<file path="src/rtl/reg_write_arbiter_pkg.sv">
// Shared definitions for the register-file write arbiter: widths, FSM encoding,
// write payload and a register-index-to-mask helper.
package reg_write_arbiter_pkg;

    localparam int unsigned REG_IDX_W  = 5;
    localparam int unsigned DATA_W     = 32;
    localparam int unsigned NUM_REGS   = 32;
    localparam int unsigned WAIT_CNT_W = 4;

    localparam logic [WAIT_CNT_W-1:0] WAIT_CNT_MAX = 4'hF;

    typedef enum logic {
        A_PRIO = 1'b0,
        B_PRIO = 1'b1
    } arb_state_e;

    typedef struct packed {
        logic [REG_IDX_W-1:0] idx;
        logic [DATA_W-1:0]    data;
    } reg_wr_t;

    // One-hot mask selecting the flag of register idx
    function automatic logic [NUM_REGS-1:0] reg_mask(input logic [REG_IDX_W-1:0] idx);
        reg_mask = NUM_REGS'(1) << idx;
    endfunction

endpackage

</file>
<file path="src/rtl/reg_write_arbiter_scoreboard.sv">
// reg_scoreboard: one pending-write flag per register. A claim sets the flag on
// the next edge, a completed B write clears it; a same-edge claim wins over the
// clear. Register 0 never becomes pending.
module reg_scoreboard
    import reg_write_arbiter_pkg::*;
(
    input  logic                 clk,
    input  logic                 reset,
    input  logic                 claim_valid,
    input  logic [REG_IDX_W-1:0] claim_reg,
    input  logic                 clear_valid,
    input  logic [REG_IDX_W-1:0] clear_reg,
    output logic [NUM_REGS-1:0]  busy
);

    logic [NUM_REGS-1:0] set_mask;
    logic [NUM_REGS-1:0] clr_mask;

    // Decode claim and clear requests into per-register masks
    always_comb begin
        set_mask = '0;
        clr_mask = '0;
        if (claim_valid && (claim_reg != '0)) begin
            set_mask = reg_mask(claim_reg);
        end
        if (clear_valid) begin
            clr_mask = reg_mask(clear_reg);
        end
    end

    // Flag register: clear first, then set, bit 0 forced low
    always_ff @(posedge clk) begin
        if (reset) begin
            busy <= '0;
        end else begin
            busy <= ((busy & ~clr_mask) | set_mask) & ~NUM_REGS'(1);
        end
    end

endmodule

</file>
<file path="src/rtl/reg_write_arbiter.sv">
// reg_write_arbiter: arbitrates the single register-file write port between the
// pipeline writeback (A, normally preferred) and a long-latency unit (B). B gains
// priority after losing MAX_WAIT consecutive cycles and keeps it until it writes.
// Optional build macro REG_WRITE_ARB_SCOREBOARD_EN adds the pending-write
// scoreboard driving busy; without it busy is tied to zero.
module reg_write_arbiter
    import reg_write_arbiter_pkg::*;
#(
    parameter int unsigned MAX_WAIT = 4
)
(
    input  logic                 clk,
    input  logic                 reset,
    input  logic                 a_valid,
    input  logic [REG_IDX_W-1:0] a_reg,
    input  logic [DATA_W-1:0]    a_data,
    output logic                 a_ready,
    input  logic                 b_valid,
    input  logic [REG_IDX_W-1:0] b_reg,
    input  logic [DATA_W-1:0]    b_data,
    output logic                 b_ready,
    input  logic                 claim_valid,
    input  logic [REG_IDX_W-1:0] claim_reg,
    output logic                 reg_write,
    output logic [REG_IDX_W-1:0] reg_d,
    output logic [DATA_W-1:0]    d,
    output logic [NUM_REGS-1:0]  busy
);

    arb_state_e            state;
    logic [WAIT_CNT_W-1:0] wait_cnt;
    logic [WAIT_CNT_W-1:0] wait_cnt_nxt;
    logic                  a_hs;
    logic                  b_hs;
    reg_wr_t               win;

    // Ready signals follow the current priority holder
    always_comb begin
        a_ready = (state == A_PRIO) ? 1'b1 : !b_valid;
        b_ready = (state == B_PRIO) ? 1'b1 : !a_valid;
    end

    assign a_hs = a_valid & a_ready;
    assign b_hs = b_valid & b_ready;

    // Consecutive-loss counter for B, saturating, cleared when B writes
    always_comb begin
        wait_cnt_nxt = wait_cnt;
        if (b_hs) begin
            wait_cnt_nxt = '0;
        end else if (b_valid && (wait_cnt != WAIT_CNT_MAX)) begin
            wait_cnt_nxt = wait_cnt + WAIT_CNT_W'(1);
        end
    end

    // Select the payload of whichever side completed its handshake
    always_comb begin
        win.idx  = b_reg;
        win.data = b_data;
        if (a_hs) begin
            win.idx  = a_reg;
            win.data = a_data;
        end
    end

    // Priority FSM and loss counter
    always_ff @(posedge clk) begin
        if (reset) begin
            state    <= A_PRIO;
            wait_cnt <= '0;
        end else begin
            wait_cnt <= wait_cnt_nxt;
            case (state)
                A_PRIO: if (wait_cnt_nxt >= WAIT_CNT_W'(MAX_WAIT)) state <= B_PRIO;
                B_PRIO: if (b_hs) state <= A_PRIO;
                default: state <= A_PRIO;
            endcase
        end
    end

    // Registered write port; writes to r0 are accepted but not emitted
    always_ff @(posedge clk) begin
        if (reset) begin
            reg_write <= 1'b0;
            reg_d     <= '0;
            d         <= '0;
        end else begin
            reg_write <= (a_hs | b_hs) && (win.idx != '0);
            if (a_hs | b_hs) begin
                reg_d <= win.idx;
                d     <= win.data;
            end
        end
    end

`ifdef REG_WRITE_ARB_SCOREBOARD_EN
    reg_scoreboard u_scoreboard (
        .clk         (clk),
        .reset       (reset),
        .claim_valid (claim_valid),
        .claim_reg   (claim_reg),
        .clear_valid (b_hs),
        .clear_reg   (b_reg),
        .busy        (busy)
    );
`else
    logic unused_claim;
    assign unused_claim = ^{claim_valid, claim_reg};
    assign busy         = '0;
`endif

endmodule

</file>
<file path="config.mk">
export PLATFORM = sky130hd
export DESIGN_NAME = reg_write_arbiter
export DESIGN_NICKNAME = d
export VERILOG_FILES = /design/src/rtl/reg_write_arbiter_pkg.sv /design/src/rtl/reg_write_arbiter_scoreboard.sv /design/src/rtl/reg_write_arbiter.sv
export SDC_FILE = /design/constraint.sdc
export NUM_CORES = 1
export LEC_CHECK = 0
export ABC_AREA = 1
export CORE_AREA = 2 2 88 90
export DETAILED_ROUTE_END_ITERATION = 12
export DIE_AREA = 0 0 90 92
export PLACE_DENSITY = 0.82
export SKIP_CTS_REPAIR_TIMING = 1
export SYNTH_ARGS = -nofsm -noshare
export SYNTH_HDL_FRONTEND = slang
export SYNTH_SLANG_ARGS = --single-unit
export TNS_END_PERCENT = 50
</file>
<file path="constraint.sdc">
create_clock -name clk -period 1.3 [get_ports clk]
set_clock_uncertainty 0.15 [all_clocks]
set_input_delay 0.195 -clock clk [delete_from_list [all_inputs] [get_ports clk]]
set_output_delay 0.195 -clock clk [all_outputs]
set_load 0.01 [all_outputs]
</file>
# After elaboration in Yosys (flattened, before gate mapping)
# Index checks and enable logic that the tools add are counted.
[totals]
inputBits = 84
reg_bits = 43
elab_cells = 25
output_inout_bits = 72
[classes]
n_eq_ne = 1
n_lt_le_gt_ge = 1
n_bitwise = 4
mux = 8
addsub = 1
n_reduce_logical = 5
[ops]
columns = ["cell", "n"]
rows = [
  ["$mux 37", 1],
  ["$mux 4", 2],
  ["$reduce_bool 5->1", 1],
  ["$add 4x1->4 const B", 1],
  ["$ge 4x3->1 const B", 1],
  ["$mux 1", 4],
  ["$ne 4x4->1 const B", 1],
  ["$and 1x1->1", 2],
  ["$logic_and 1x1->1", 2],
  ["$logic_not 1->1", 2],
  ["$pmux 1 s2", 1],
  ["$not 1->1", 1],
  ["$or 1x1->1", 1],
]

# Depth between registers and ports, before layout
[logic_depth]
depth_word = 7
depth_mapped = 8
depth_no_buf = 8

# Worst setup path after synthesis
# No wires, ideal clock.
[synth_path]
kind = "register to register"
from = "reg state"
to = "reg reg_write"
t_required_ns = 1.033
arrival_ns = 1.057
slack_ns = -0.024
setup_ns = 0.117
stages_incl_launch_ff = 8
period_less_slack_ns = 1.324
n_path_buf = 1
path_cell_list = "dfxtp_1 nand2_2 nand2_4 buf_6 o21ai_0 nand2_1 nor2_1 a21oi_1"
[synth_between]
elab_chain_len = 5
elab_cells_between_ends = 8
cone_classes = "3 x mux; 3 x bitwise; 2 x reduce/logical"
[synth_lines]
columns = ["item", "line", "text"]
rows = [
  ["from (decl)", "reg_write_arbiter.sv:30", "arb_state_e state;"],
  ["from (signal assigned)", "reg_write_arbiter.sv:69", "state <= A_PRIO;"],
  ["from (signal assigned)", "reg_write_arbiter.sv:74", "A_PRIO: if (wait_cnt_nxt >= WAIT_CNT_W'(MAX_WAIT)) state <= B_PRIO;"],
  ["from (signal assigned)", "reg_write_arbiter.sv:75", "B_PRIO: if (b_hs) state <= A_PRIO;"],
  ["$mux 1 (*)", "reg_write_arbiter.sv:39", "a_ready = (state == A_PRIO) ? 1'b1 : !b_valid;"],
  ["via a_ready", "reg_write_arbiter.sv:17", "output logic a_ready,"],
  ["$and 1x1->1 (*)", "reg_write_arbiter.sv:43", "assign a_hs = a_valid & a_ready;"],
  ["$mux 37", "reg_write_arbiter.sv:60", "if (a_hs) begin"],
  ["$reduce_bool 5->1", "reg_write_arbiter.sv:88", "reg_write <= (a_hs | b_hs) && (win.idx != '0);"],
  ["$logic_and 1x1->1 (*)", "reg_write_arbiter.sv:88", ""],
  ["to (signal assigned)", "reg_write_arbiter.sv:88", ""],
  ["to (decl)", "reg_write_arbiter.sv:24", "output logic reg_write,"],
]
# The timed path passes the listed nets; every way through them passes the cells marked *.
# A chain may end at the register's enable or synchronous reset.

# Worst setup path after layout
[layout_path]
from = "reg state"
to = "out b_ready"
[layout_between]
elab_chain_len = 1
[layout_lines]
columns = ["item", "line", "text"]
rows = [
  ["$mux 1", "reg_write_arbiter.sv:40", "b_ready = (state == B_PRIO) ? 1'b1 : !a_valid;"],
  ["to (decl)", "reg_write_arbiter.sv:21", "output logic b_ready,"],
]
# Every way passes these cells.

==> run_results.csv <==
group,metric,value,unit
global_route,globalRouteMet2Util,0.273,
global_route,met3_usage,0.0542,
layout,antenna_cells,0,
clocking,cts.sinks,43,
setup_path,worstSetupStartpoint,"state",
power,clkPwrFrac,0.255,
setup_path,cp_num_buf_inv,1,
layout,nets,543,
layout,stdcell_area,3980,um^2
clocking,tritoncts,"done",
drt,drtIter0Drc,144,
synth,ys_types,25,
die,fp.dieH,92,um
placement,port_buffers,117,
power,internal-power,2.32,mW
setup_path,startpoint_type,"flop",
power,vdd_drop_max,0.472,mV
die,die_width,90,um
global_route,grt-busiest-layer,"met2",
setup_path,cpLargestDelayFamily,"flip-flops",
run_status,failed_checks,"setup timing",
setup_path,critPathKind,"reg2out",
drt,ant_nets,0,
power,sequentialPowerShare,0.448,
power,powerDensity,819,nW/um^2
setup_path,cp_cell_sequence,"or2_2, clkbuf_2",
global_route,antenna_found_initial,0,
die,design.core.area,7450,um^2
global_route,grt_util_all_layers,0.148,
run_status,status,"finished, violations left",
drt,drt_first_pass_iters,4,
timing,setup_ws,-0.123,ns
placement,placed_cell_area,3520,um^2
global_route,grt_pass1_wl,10.0,mm
synth,ys_ff_latch,43,
timing,fin_crit,1.42,ns
timing,fin_tns_setup,-0.245,ns
setup_path,worstPathArrival,1.08,ns
power,switchingPower,0.942,mW
synth,ys_seq_area_frac,0.377,
global_route,gr-usage-met1,0.153,
drt,avgViaCountPerCell,4.55,
drt,wire_per_inst,13.3,um
die,rows,32,
hold_path,hp-start,"d[15]",
power,power.leakage,2.24,nW
clocking,clk_latency,0.29,ns
die,initial_core_util,0.307,
synth,synth_area_per_cell,6.99,um^2
job,drv_cap,0,
clocking,h-tree-depth,2,
clocking,cts_buffer_depth,2,
clocking,clockRootBuffer,"clkbuf_8",
timing,report.final.hold_viol_count,0,
placement,hpwl,5.00,mm
setup_path,cp.required,0.95,ns
timing,period_share,1.09,
clocking,clkSlewWorstSetupHoldPaths,0.08,ns
global_route,grt_overflow,0,
die,io_pins,156,
layout,nFillCells,707,
drt,wirelength,7.45,mm
global_route,grt_pass1_vias,2269,
synth,ys.warnings.count,0,
clocking,cts_buffers,5,
hold_path,min_path_type,"reg2reg",
power,power_frac_comb,0.296,
global_route,grt_max_degree,45,
timing,setup_violations,10,
synth,mappedNetlistArea,2280,um^2
setup_path,r2r-start,"state",
synth,syn_inst,327,
setup_path,slowest_stage,"dfxtp_4",
timing,rsz0062_at_grt,"yes",
setup_path,endpoint_kind,"output port",
drt,dr_total_vias,2551,
layout,areaGrowthSynthToFinish,74.4,%
layout,drive_above_1_share,0.142,
power,switching_share,0.289,
die,die_area,8280,um^2
timing,max_freq,0.703,GHz
setup_path,critPathMaxStageDelay,0.37,ns
placement,place_congestion,0.705,
timing,drv_slew,0,
setup_path,crit_fanout,3,
drt,remaining_drc_errors,0,
==> power by group through the flow <==
stage	registers [mW]	clock network (mW)	logic [mW]
2_1_floorplan	1.53	0	0.390
3_3_place_gp	1.49	0	0.851
3_5_place_dp	1.49	0	0.875
4_1_cts	1.46	0.868	0.878
5_1_grt	1.47	0.929	1.04
6_report	1.46	0.833	0.966
==> stage by stage <==
stage / setup slack [ns] / utilization / power [mW] / hold WS (ns) / std cells
after floorplan: 0.0180 / - / 1.92 / 0.227 / 358
after global placement: -0.498 / 0.473 / 2.34 / 0.301 / 545
after detailed placement: -0.549 / 0.473 / 2.37 / 0.304 / 545
after CTS: -0.509 / 0.485 / 3.21 / 0.317 / 553
after global routing: -0.175 / 0.535 / 3.45 / 0.331 / 561
final: -0.123 / 0.535 / 3.26 / 0.312 / 561
==> layout by cell type (no fill, tap or decap), types with 2 or more instances in the layout <==
cell type | Yosys | final
clkdlybuf4s50_1 | 0 | 75
nand2_1 | 54 | 52
a21oi_1 | 65 | 47
inv_1 | 45 | 45
dfxtp_1 | 43 | 40
dlymetal6s2s_1 | 0 | 40
o21ai_1 | 11 | 34
conb_1 | 1 | 32
a21oi_2 | 0 | 17
buf_4 | 35 | 15
nor2_1 | 11 | 10
clkbuf_8 | 0 | 5
nand3_1 | 4 | 4
o211ai_1 | 4 | 4
clkbuf_16 | 0 | 4
nand2_8 | 0 | 3
buf_12 | 0 | 3
nand2_2 | 1 | 2
nor3_1 | 3 | 2
o21ai_0 | 26 | 2
buf_6 | 4 | 2
dfxtp_2 | 0 | 2
==> flip-flops by register name, indices dropped and copies added, names as in the netlist <==
register / flops
wait_cnt: 4
reg_write: 1
reg_d: 5
d: 32
state: 1
==> cells in the mapped netlist <==
master	number	share of area
a21oi_1	65	0.14
nand2_1	54	0.089
inv_1	45	0.074
dfxtp_1	43	0.38
buf_4	35	0.12
o21ai_0	26	0.057
nor2_1	11	0.018
o21ai_1	11	0.024
clkbuf_1	6	0.0099
buf_2	5	0.011
buf_6	4	0.020
nand3_1	4	0.0088
o211ai_1	4	0.013
nor3_1	3	0.0066
a21o_1	1	0.0033
and2_1	1	0.0027
clkinv_1	1	0.0016
conb_1	1	0.0016
ha_1	1	0.0055
nand2_2	1	0.0027
nand2_4	1	0.0049
nand4_1	1	0.0027
o31ai_1	1	0.0033
or2_2	1	0.0027
xor2_1	1	0.0038
==> worst register-to-register path: cells and delay by family (launching register included) <==
kind	cells	cell delay (ns)
flip-flops	1	0.37
AO/OA/AOI/OAI	3	0.34
AND/OR/NAND/NOR	2	0.21
buffers and inverters	1	0.20
==> final timing paths <==
kind                                 to  slack [ns]  cells after the start
worst max-delay path            b_ready       -0.12                      2
worst min register to register    d[15]        0.31                      2
worst min-delay path              d[15]        0.31                      2
worst max register to register     d[6]       -0.03                      6
==> routing by layer <==
layer | up-vias | share of wire
met5 | - | 0
met4 | 0 | 0.012
met3 | 6 | 0.073
met2 | 113 | 0.53
met1 | 1181 | 0.39
li1 | 1251 | -
==> final cells by class <==
| class | instances | area, um^2 | share of cell area |
|---|---|---|---|
| flip-flops and latches | 43 | 867 | 0.218 |
| clock buffers | 6 | 72.6 | 0.0182 |
| well taps | 102 | 128 | 0.0320 |
| inverters | 46 | 173 | 0.0433 |
| clock inverters | 2 | 12.5 | 0.00314 |
| multi-input cells | 221 | 1170 | 0.295 |
| repair buffers | 141 | 1560 | 0.391 |
==> cells by family after synthesis <==
group,after synthesis,share of synthesized area
xor+xnor,1,0.00383
buf+inv,96,0.231
other cells,1,0.00164
fa+ha+maj,1,0.00548
simple gates,77,0.138
compound gates,108,0.243
flops,43,0.377
Power figures use the tool's default switching activity.
